==> src/rtl/ps2_keyboard_receiver.sv <==
// ps2_keyboard_receiver: PS/2 keyboard frame receiver with sync, deglitch, parity/framing check.
// Define PS2_BREAK_FILTER_EN to absorb the 0xF0 break prefix and report it on KeyReleased.
module ps2_keyboard_receiver #(
    parameter int FILTER_DEPTH   = 4,
    parameter int TIMEOUT_CYCLES = 20000
) (
    input  logic       Clock,
    input  logic       Reset,
    input  logic       PS2Clock,
    input  logic       PS2Data,
    output logic [7:0] KeyCode,
    output logic       KeyValid,
    output logic       KeyReleased,
    output logic       ParityError,
    output logic       FrameError
);
    localparam int FW = $clog2(FILTER_DEPTH + 1);
    localparam int TW = $clog2(TIMEOUT_CYCLES + 1);
    typedef enum logic [1:0] {IDLE, DATA, PARITY, STOP} state_t;
    logic [1:0]    clk_sync_q, dat_sync_q;
    logic [FW-1:0] flt_cnt_q, flt_cnt_d;
    logic          filt_q, filt_d, filt_prev_q;
    logic          bit_evt, bit_val;
    state_t        state_q, state_d;
    logic [2:0]    bit_cnt_q, bit_cnt_d;
    logic [7:0]    shift_q, shift_d, code_q, code_d;
    logic          par_q, par_d;
    logic [TW-1:0] tmo_q, tmo_d;
    logic          valid_q, valid_d, perr_q, perr_d, ferr_q, ferr_d;
`ifdef PS2_BREAK_FILTER_EN
    logic          brk_q, brk_d, rel_q, rel_d;
`endif
    // Filtered clock flips only after FILTER_DEPTH consecutive disagreeing samples
    always_comb begin
        flt_cnt_d = '0;
        filt_d    = filt_q;
        if (clk_sync_q[1] != filt_q) begin
            if (flt_cnt_q == FW'(FILTER_DEPTH - 1)) filt_d = clk_sync_q[1];
            else flt_cnt_d = flt_cnt_q + 1'b1;
        end
    end
    assign bit_evt = filt_prev_q & ~filt_q;
    assign bit_val = dat_sync_q[1];
    always_comb begin
        state_d   = state_q;
        bit_cnt_d = bit_cnt_q;
        shift_d   = shift_q;
        par_d     = par_q;
        tmo_d     = '0;
        code_d    = code_q;
        valid_d   = 1'b0;
        perr_d    = 1'b0;
        ferr_d    = 1'b0;
`ifdef PS2_BREAK_FILTER_EN
        brk_d     = brk_q;
        rel_d     = 1'b0;
`endif
        if (state_q != IDLE) tmo_d = bit_evt ? '0 : tmo_q + 1'b1;
        if (state_q != IDLE && tmo_q == TW'(TIMEOUT_CYCLES)) begin
            state_d = IDLE;
`ifdef PS2_BREAK_FILTER_EN
            brk_d   = 1'b0;
`endif
        end else if (bit_evt) begin
            case (state_q)
                IDLE: begin
                    state_d   = bit_val ? IDLE : DATA;
                    bit_cnt_d = '0;
                end
                DATA: begin
                    shift_d   = {bit_val, shift_q[7:1]};
                    bit_cnt_d = bit_cnt_q + 1'b1;
                    state_d   = (bit_cnt_q == 3'd7) ? PARITY : DATA;
                end
                PARITY: begin
                    par_d   = bit_val;
                    state_d = STOP;
                end
                default: begin
                    state_d = IDLE;
                    if (!bit_val) ferr_d = 1'b1;
                    else if (!(^shift_q ^ par_q)) perr_d = 1'b1;
`ifdef PS2_BREAK_FILTER_EN
                    else if (shift_q == 8'hF0) brk_d = 1'b1;
                    else begin
                        code_d  = shift_q;
                        valid_d = 1'b1;
                        rel_d   = brk_q;
                        brk_d   = 1'b0;
                    end
`else
                    else begin
                        code_d  = shift_q;
                        valid_d = 1'b1;
                    end
`endif
                end
            endcase
        end
    end
    always_ff @(posedge Clock or negedge Reset) begin
        if (!Reset) begin
            clk_sync_q  <= 2'b11;
            dat_sync_q  <= 2'b11;
            flt_cnt_q   <= '0;
            filt_q      <= 1'b1;
            filt_prev_q <= 1'b1;
            state_q     <= IDLE;
            bit_cnt_q   <= '0;
            shift_q     <= '0;
            par_q       <= 1'b0;
            tmo_q       <= '0;
            code_q      <= '0;
            valid_q     <= 1'b0;
            perr_q      <= 1'b0;
            ferr_q      <= 1'b0;
        end else begin
            clk_sync_q  <= {clk_sync_q[0], PS2Clock};
            dat_sync_q  <= {dat_sync_q[0], PS2Data};
            flt_cnt_q   <= flt_cnt_d;
            filt_q      <= filt_d;
            filt_prev_q <= filt_q;
            state_q     <= state_d;
            bit_cnt_q   <= bit_cnt_d;
            shift_q     <= shift_d;
            par_q       <= par_d;
            tmo_q       <= tmo_d;
            code_q      <= code_d;
            valid_q     <= valid_d;
            perr_q      <= perr_d;
            ferr_q      <= ferr_d;
        end
    end
`ifdef PS2_BREAK_FILTER_EN
    always_ff @(posedge Clock or negedge Reset) begin
        if (!Reset) begin
            brk_q <= 1'b0;
            rel_q <= 1'b0;
        end else begin
            brk_q <= brk_d;
            rel_q <= rel_d;
        end
    end
    assign KeyReleased = rel_q;
`else
    assign KeyReleased = 1'b0;
`endif
    assign KeyCode     = code_q;
    assign KeyValid    = valid_q;
    assign ParityError = perr_q;
    assign FrameError  = ferr_q;
endmodule

==> config.mk <==
export PLATFORM = sky130hd
export DESIGN_NAME = ps2_keyboard_receiver
export DESIGN_NICKNAME = d
export VERILOG_FILES = /design/src/rtl/ps2_keyboard_receiver.sv
export SDC_FILE = /design/constraint.sdc
export NUM_CORES = 1
export LEC_CHECK = 0
export ABC_AREA = 1
export BUFFER_PORTS_ARGS = -buffer_cell sky130_fd_sc_hd__clkbuf_2
export CORE_MARGIN = 2
export CORE_UTILIZATION = 45
export CTS_CLUSTER_DIAMETER = 60
export DETAILED_ROUTE_END_ITERATION = 10
export GPL_TIMING_DRIVEN = 0
export PLACE_DENSITY = 0.6
export SYNTH_ARGS = -nofsm -noshare
export SYNTH_HDL_FRONTEND = slang
export SYNTH_SLANG_ARGS = --single-unit
==> constraint.sdc <==
create_clock -name Clock -period 2.6 [get_ports Clock]
set_clock_uncertainty 0.1 [all_clocks]
set_input_delay 0.26 -clock Clock [delete_from_list [all_inputs] [get_ports Clock]]
set_output_delay 0.26 -clock Clock [all_outputs]
set_load 0.005 [all_outputs]
==> summary.md, run 1 <==
The logs give 0 for the number of hold-slack violations in the final timing report and 3.20% for the fraction of met3 tracks used by global routing. In the synthesized netlist the dominant register cell turns out to be dfrtp_1. Register clock-pin slew on the reported worst setup and hold paths: 0.10 ns.

Walking the worst path, the cells encountered are inv_1 > ha_1 > nand2_1 > inv_1 > nand2_1 > nor2_1 > nand2_4 > nand3_4 > nor2_8 > nand3_4 > nand2_1 > nand2_1. In the routed layout, each cell is associated on average with a via count of 4.81. Global routing consumed, on the met2 layer, 25.0% of the routing resources.

The sequential cell fraction of total power came out at 45.1%. The pin count of the biggest net entering global routing came out at 50. Shortest period the worst path allows: 1.75 ns. The final layout contains routed wiring with a total length of 3980 um.

The kind of path behind the tightest hold check was reg -> reg. Via count: 1750. For this design, the CTS-stage hold fixing added 2 buffers.

The worst register-to-register path begins at tmo_q[0]. The global-route layer with the greatest usage was met2. Across every metal layer, demand over resource in global routing totals 15.9%.

The top-area cell type share of the netlist area was 45.3%; the net count reported at finish was 302. The initial antenna violation count was 0. The nature of the critical path endpoint is a register. The later pin in the worst-skew pair is clocked with a latency of 0.30 ns. The worst setup path is launched from a register. Leaving out filler cells and counting taps, the final layout contains 364. Global routing consumed, on the met1 layer, 21.7% of the routing resources. Routability-driven placement finished with a final weighted congestion of 0.767. In the synthesized netlist the async set-or-reset flop fraction comes to 100%. By startpoint and endpoint, the worst setup path is classified as reg -> reg.

The number of cells traversed by the worst hold path came out at 0. Net switching is 40.6% of the power. The capture point of the worst reg-to-reg path was KeyCode[6]. The largest single stage delay on the critical path is 0.42 ns. The total clock sinks was 49. The flow ran to the end, and the final reports show no timing, DRC or antenna violations. The root cell of the clock tree is clkbuf_8.

The detail route stage leaves a number of antenna-violating nets equal to 0. The critical-path maximum fanout came out at 10. Timing would allow up to 573 MHz.

The leakage power total was 1.31 nW; the power density over cell area was 859 nW/um^2. Synthesis produced a netlist whose cell count is 268. The number of antenna diodes in the final layout is 0. In the final layout, the share of cells above drive strength 1 is 19.7%.

In the final timing run, aggregate negative setup slack is 0 ns. Counting cells, the worst reg-to-reg path comes to 12. The design draws 2.30 mW. Number of DRC markers in iteration 0: 93. In this run the mean area of a mapped cell was 8.86 sq um. The netlist uses 32 different library cells.

Cell internal power was estimated by the tool at 1.37 mW. For the internal reg-to-reg setup slack, the log shows 0.85 ns. The part of the total power dissipated in the clock network is 20.1%. The floorplan has 26 rows.

The die is 76.6 um wide. Once the floorplan was initialized, standard cells occupied 46.5% of the core. Of the synthesized area, sequential elements account for 51.9%.

Input and output buffers added on the ports amount to 14. The pre-antenna-repair detailed-routing pass consisted of 4 iterations. Yosys attributes the largest share of cell area to dfrtp_1, nand2_1, dfstp_2, inv_1, o21ai_0.

STA puts the critical path data arrival time at 1.85 ns. The max-cap violation count was 0; the number of synthesized flops with an enable pin was 0. The first global-routing pass estimated 7580 um of wire.

The number of buffers between clock root and the deepest sink came out at 2. Setup violations remaining at the end of the flow were counted as 0. The tools report the total overflow reported by the global router as 0. After detailed routing, the average wire length per cell comes to 10.9 um. dfrtp_1 takes more of the synthesized area than any other cell. The data required time at the worst endpoint is 2.70 ns, and the netlist area before placement is 2370 sq um. The number of global-route vias before repair was 1720; the number of fill cells in the layout was 469. TritonCTS built the clock tree. The final number of max-transition violations is 0, and the largest vdd supply drop is 0.000438 V. The net switching power came out at 0.934 mW. The run gives 2 as the maximum level of the CTS H-tree. The floorplan step defined a die boundary enclosing 5870 sq um.

In this run the most critical hold path is launched from dat_sync_q[0]. Cells fill 52.4% of the core in the end. For the count of yosys warnings during synthesis, the log shows 0. The total area inside the core boundary comes to 5110 sq um. The number of top-level pins is 16. The largest individual stage delay along the critical path comes from the cell dfrtp_1. The number of setup buffers added after CTS is 0. Setup repair after global routing left no endpoint under its margin. Before CTS, the worst setup slack after placement is 0.831 ns.

The post-route fraction of the period consumed by the critical path is 67.2%. Setup slack closes at 0.854 ns. Combinational cells account for 34.8% of the total power.

For the post-cts resize count, the log shows 0. The destination of the worst hold path is dat_sync_q[1]. In this run, placement finished with an instance count of 352.

Counting every net in the synthesized netlist gives 277. For this run, design rule violations remaining after detail routing come to 0. The number of clock buffers added by TritonCTS is 5. The area growth from synthesis to layout is 12.8%. After legalization and detailed placement, the total HPWL measured 2890 um. In this run, synthesis produced a sequential element count of 49. Vertical extent of the die: 76.6 um. Among the stages of the critical path, the cell type that occurs most often is nand2_1.
==> power by group through the flow <==
stage / logic (mW) / clock network [mW] / registers (mW)
2_1_floorplan: 0.662 / 0 / 1.02
3_3_place_gp: 0.777 / 0 / 1.05
3_5_place_dp: 0.805 / 0 / 1.05
4_1_cts: 0.810 / 0.487 / 1.04
5_1_grt: 0.936 / 0.522 / 1.06
6_report: 0.800 / 0.462 / 1.04
==> cells in the mapped netlist (2+ instances only) <==
library cell,instances
nor2_1,16
nor3_1,5
nand3_1,11
nand2_1,66
dfstp_2,6
o21ai_1,7
nand2_4,2
nor3_2,3
dfrtp_1,43
nand2_2,4
nor2_4,2
inv_1,33
o21ai_0,17
nand4_1,10
nor2_2,2
a21oi_1,13
inv_2,6
nand3_4,4
ha_1,5
==> routing by layer <==
metal	up-vias	routed length, um
li1	913	-
met1	811	2020
met2	21	1800
met3	5	111
met4	0	52
met5	-	0
==> cells in the final DEF (no fill, tap or decap), drive strengths merged <==
cell type / synthesis / final
nand2: 72 / 72
dfrtp: 43 / 43
inv: 39 / 40
o21ai: 24 / 24
nor2: 21 / 21
clkbuf: 1 / 19
nand3: 16 / 16
a21oi: 13 / 13
nand4: 10 / 10
nor3: 8 / 8
dfstp: 6 / 6
ha: 5 / 5
buf: 2 / 4
dlygate4sd3: 0 / 3
clkinvlp: 0 / 2
or2: 1 / 1
nor4: 1 / 1
xnor2: 1 / 1
nor3b: 1 / 1
xor2: 1 / 1
mux2: 1 / 1
o211ai: 1 / 1
conb: 1 / 1
==> worst max-delay path, delay by kind of cell, from the launching register on <==
kind | cells | cell delay (ns)
simple gates | 9 | 0.85
flops | 1 | 0.42
fa+ha+maj | 1 | 0.19
buf+inv | 2 | 0.09
==> sequential cells by signal, summed over array words and instances (netlist names) <==
signal / flops
FrameError: 1
filt_prev_q: 1
tmo_q: 15
KeyCode: 8
dat_sync_q: 2
filt_q: 1
state_q: 2
clk_sync_q: 2
bit_cnt_q: 3
KeyValid: 1
flt_cnt_q: 3
ParityError: 1
par_q: 1
shift_q: 8
==> kinds of logic (layout without fill, tap and decap cells) <==
family | Yosys count | count (layout) | synth area share, %
muxes | 1 | 1 | 0.474
buffers and inverters | 42 | 68 | 7.17
other | 1 | 1 | 0.158
and+or+nand+nor | 130 | 130 | 28.8
DFF | 49 | 49 | 51.9
xor gates and xnor gates | 2 | 2 | 0.738
AOI/OAI and AO/OA | 38 | 38 | 8.11
adders and majority gates | 5 | 5 | 2.63
==> worst max-delay path by stage <==
| stage | startpoint | end | slack (ns) | cells after the start |
|---|---|---|---|---|
| floorplan | tmo_q[0] | KeyCode[0] | 1.01 | 12 |
| global placement | tmo_q[0] | KeyCode[6] | 0.87 | 12 |
| detailed placement | tmo_q[0] | KeyCode[7] | 0.83 | 12 |
| CTS | tmo_q[0] | KeyCode[7] | 0.81 | 12 |
| global route | filt_prev_q | tmo_q[6] | 0.69 | 8 |
| finish | tmo_q[0] | KeyCode[6] | 0.85 | 12 |
==> final cells by class <==
cell class	count	area, sq um	area share, %
Buffer	3	23.8	0.888
Clock buffer	5	68.8	2.57
Clock inverter	3	26.3	0.981
Inverter	39	146	5.47
Multi-Input combinational cell	177	971	36.3
Sequential cell	49	1230	46.1
Tap cell	70	87.6	3.27
Timing Repair Buffer	18	120	4.49
==> per-stage QoR <==
stage,area (sq um),hold slack [ns]
finish,2680,0.259
global route,2680,0.263
CTS,2650,0.133
detailed placement,2530,0.247
global placement,2530,0.246
floorplan,2370,-0.136
Power figures use the tool's default switching activity.
==> inputs of run 2 (changes only) <==
--- a/config.mk
+++ b/config.mk
@@ -12,7 +12,7 @@
 export CTS_CLUSTER_DIAMETER = 60
 export DETAILED_ROUTE_END_ITERATION = 10
 export GPL_TIMING_DRIVEN = 0
-export PLACE_DENSITY = 0.6
+export PLACE_DENSITY = 0.63
 export SYNTH_ARGS = -nofsm -noshare
 export SYNTH_HDL_FRONTEND = slang
 export SYNTH_SLANG_ARGS = --single-unit
==> constraint.sdc (replaced) <==
create_clock -name Clock -period 1.6 [get_ports Clock]
set_clock_uncertainty 0.1 [all_clocks]
set_input_delay 0.16 -clock Clock [delete_from_list [all_inputs] [get_ports Clock]]
set_output_delay 0.16 -clock Clock [all_outputs]
set_load 0.005 [all_outputs]
==> summary.md, run 2 (synthesis results as in run 1) <==
Combinational logic is responsible for 38.7% of the overall power. Counting the buffers created by CTS gives 5. Power spread over the standard cell area amounts to 1380 nW/um^2. Port buffering added 14 buffers. Leading cell type in the layout, fill and taps excluded: nand2_1. The die is 76.6 um tall.

The average vias per placed instance works out to 4.75. The tools report the final number of max-transition violations as 0. The sequential cell fraction of total power was 42.3%; the number of cells after detailed placement was 352. The tightest min-delay check is of the reg -> reg type. The final routed wire length divided by cell count was 10.9 um; the via count was 1795.

Summing all non-filler instances in the final layout gives an area of 2890 sq um. The number of DRC markers in iteration 0 was 73. Clock tree synthesis selected as its root buffer the cell clkbuf_8. The logs give 1674 for the number of global-route vias before repair and 60.4% for the relative slew slack. Internal power comes to 2.38 mW.

TritonCTS built the clock tree. Entering global routing, the biggest net connects 50 pins. Of the cells placed in the final design, the portion with a size suffix greater than 1 is 29.9%. The largest vdd supply drop was 0.000602 V; the measured slew at the worst slew-check pin was 0.595 ns. The number of hold-slack violations in the final timing report is 0. Static timing analysis puts the maximum clock frequency at 610 MHz. The checks that failed: negative setup slack.

Fraction of power spent switching nets: 40.1%. The post-route fraction of the period consumed by the critical path was 103%. CTS saw 49 sinks. The run finished, with violations left. The run gives 0 as the DRC violation count after routing.

In this run the horizontal extent of the chip is 76.6 um. Clock-pin slew was measured on the worst setup and hold paths at 0.09 ns. The placed instances occupy a cell area of 2530 sq um. For this run the aggregate overflow at the end of global routing stands at 0. The first detailed-routing pass took 4 iterations. The H-tree was split into 2 levels. The register with the most flip-flops in the layout has 15 of them. The tool flagged a number of max-cap violations equal to 0.

The routed design has 4100 um of wire. For this design the top-level I/O count stands at 16. The register bank with the most flops is tmo_q. Global routing used 15.2% of the available tracks across all layers. STA classifies the critical path endpoint as a register. The final sum of negative setup slack came out at -0.286 ns. The worst setup path is launched from a register. Setup repair after global routing could not meet its margin everywhere.

The worst path in the final design needs a cycle of 1.64 ns, including I/O delays and setup. The number of nets still failing antenna checks after routing was 0. Number of buffers between clock root and the deepest sink: 2.

The floorplan has 26 rows. The critical-path maximum fanout was 7. The repair_antennas step left the layout with diodes totalling 0. The top cell types in the final layout, fill and taps aside, are nand2_1, dfrtp_1, inv_1, o21ai_1, nor2_1. The area added between synthesis and finish came out at 21.6%.

The part of the total power dissipated in the clock network was 19.0%. The die covers 5870 sq um. The congestion estimate from routability-driven global placement came to 0.835. The final worst-path setup slack came out at -0.0405 ns. Worst setup path category: reg -> reg.

Data on the critical path arrives at its endpoint at 1.74 ns. Once layout is complete, the cells apart from fillers number 378. For the leakage power total, the log shows 1.42 nW. Setup violations remaining at the end of the flow were counted as 9. The logs give 7420 um for the first-pass GRT wire length and 1.70 ns for the data required time at the worst endpoint.

The tools report the insertion delay of the later-clocked pin in the worst-skew pair as 0.30 ns. The effective utilization at floorplan is 46.5%, and the net count reported at finish is 316. The floorplan step defined a core boundary enclosing 5110 sq um. In this run the power spent charging and discharging nets is 1.60 mW. The initial antenna violation count is 0, and the HPWL after detailed placement is 2830 um.
## run 2: stage by stage
step	power (mW)	worst slack [ns]	util, %	hold WS [ns]
2_1_floorplan	2.73	0.0106	-	-0.236
3_3_place_gp	2.96	-0.126	49.6	0.147
3_5_place_dp	3.01	-0.143	49.6	0.150
4_1_cts	3.87	-0.0582	53.7	0.0375
5_1_grt	4.31	-0.181	56.5	0.263
6_report	3.98	-0.0405	56.5	0.258
## run 2: layer usage
layer | global-route usage (%) | vias up | wire length (um)
li1 | - | 947 | -
met1 | 20.7 | 817 | 2040
met2 | 24.6 | 25 | 1890
met3 | 2.96 | 6 | 124
met4 | 4.91 | 0 | 53
met5 | 0 | - | 0
## run 2: worst max-delay path: stages, from the launching register on
cell and delay [ns]:
dfrtp_1 0.39, inv_1 0.06, ha_2 0.17, nand2_1 0.05, inv_1 0.03, nand2_1 0.07, nor2_2 0.05, nand2_4 0.11
nand3_4 0.10, nor2_8 0.18, nand3_4 0.12, nand2_1 0.08, nand2_1 0.05
## run 2: cell type report
cell class                      count  area, sq um
Sequential cell                    49         1230
Multi-Input combinational cell    178         1070
Inverter                           39          146
Clock buffer                        6         82.6
Clock inverter                      2         13.8
Tap cell                           70         87.6
Fill cell                         450         2220
Buffer                              2         15.0
Timing Repair Buffer               32          240
## run 2: repair_timing
action                     in CTS  in global routing
gates cloned                    1                  0
hold buffers                    2                  1
setup buffers                   8                  6
setup endpoints to repair      29                 35
resized for setup              10                 26
hold endpoints to repair        2                 24
pin swaps                       9                 12
## run 2: power by group through the flow
stage / clock network (mW) / registers (mW) / logic [mW]
3_3_place_gp: 0 / 1.70 / 1.26
6_report: 0.755 / 1.68 / 1.54
4_1_cts: 0.777 / 1.68 / 1.41
5_1_grt: 0.837 / 1.72 / 1.75
2_1_floorplan: 0 / 1.65 / 1.08
3_5_place_dp: 0 / 1.71 / 1.30
## run 2: path summary, 6_finish.rpt
path | slack, ns | start | depth (start not counted) | endpoint
worst max-delay path | -0.04 | tmo_q[1] | 12 | KeyCode[5]
worst min-delay path | 0.26 | dat_sync_q[0] | 0 | dat_sync_q[1]
worst max register to register | -0.04 | tmo_q[1] | 12 | KeyCode[5]
worst min register to register | 0.26 | dat_sync_q[0] | 0 | dat_sync_q[1]
max in group asynchronous | 0.50 | Reset | 3 | dat_sync_q[1]
min in group asynchronous | 0.29 | Reset | 2 | KeyCode[2]
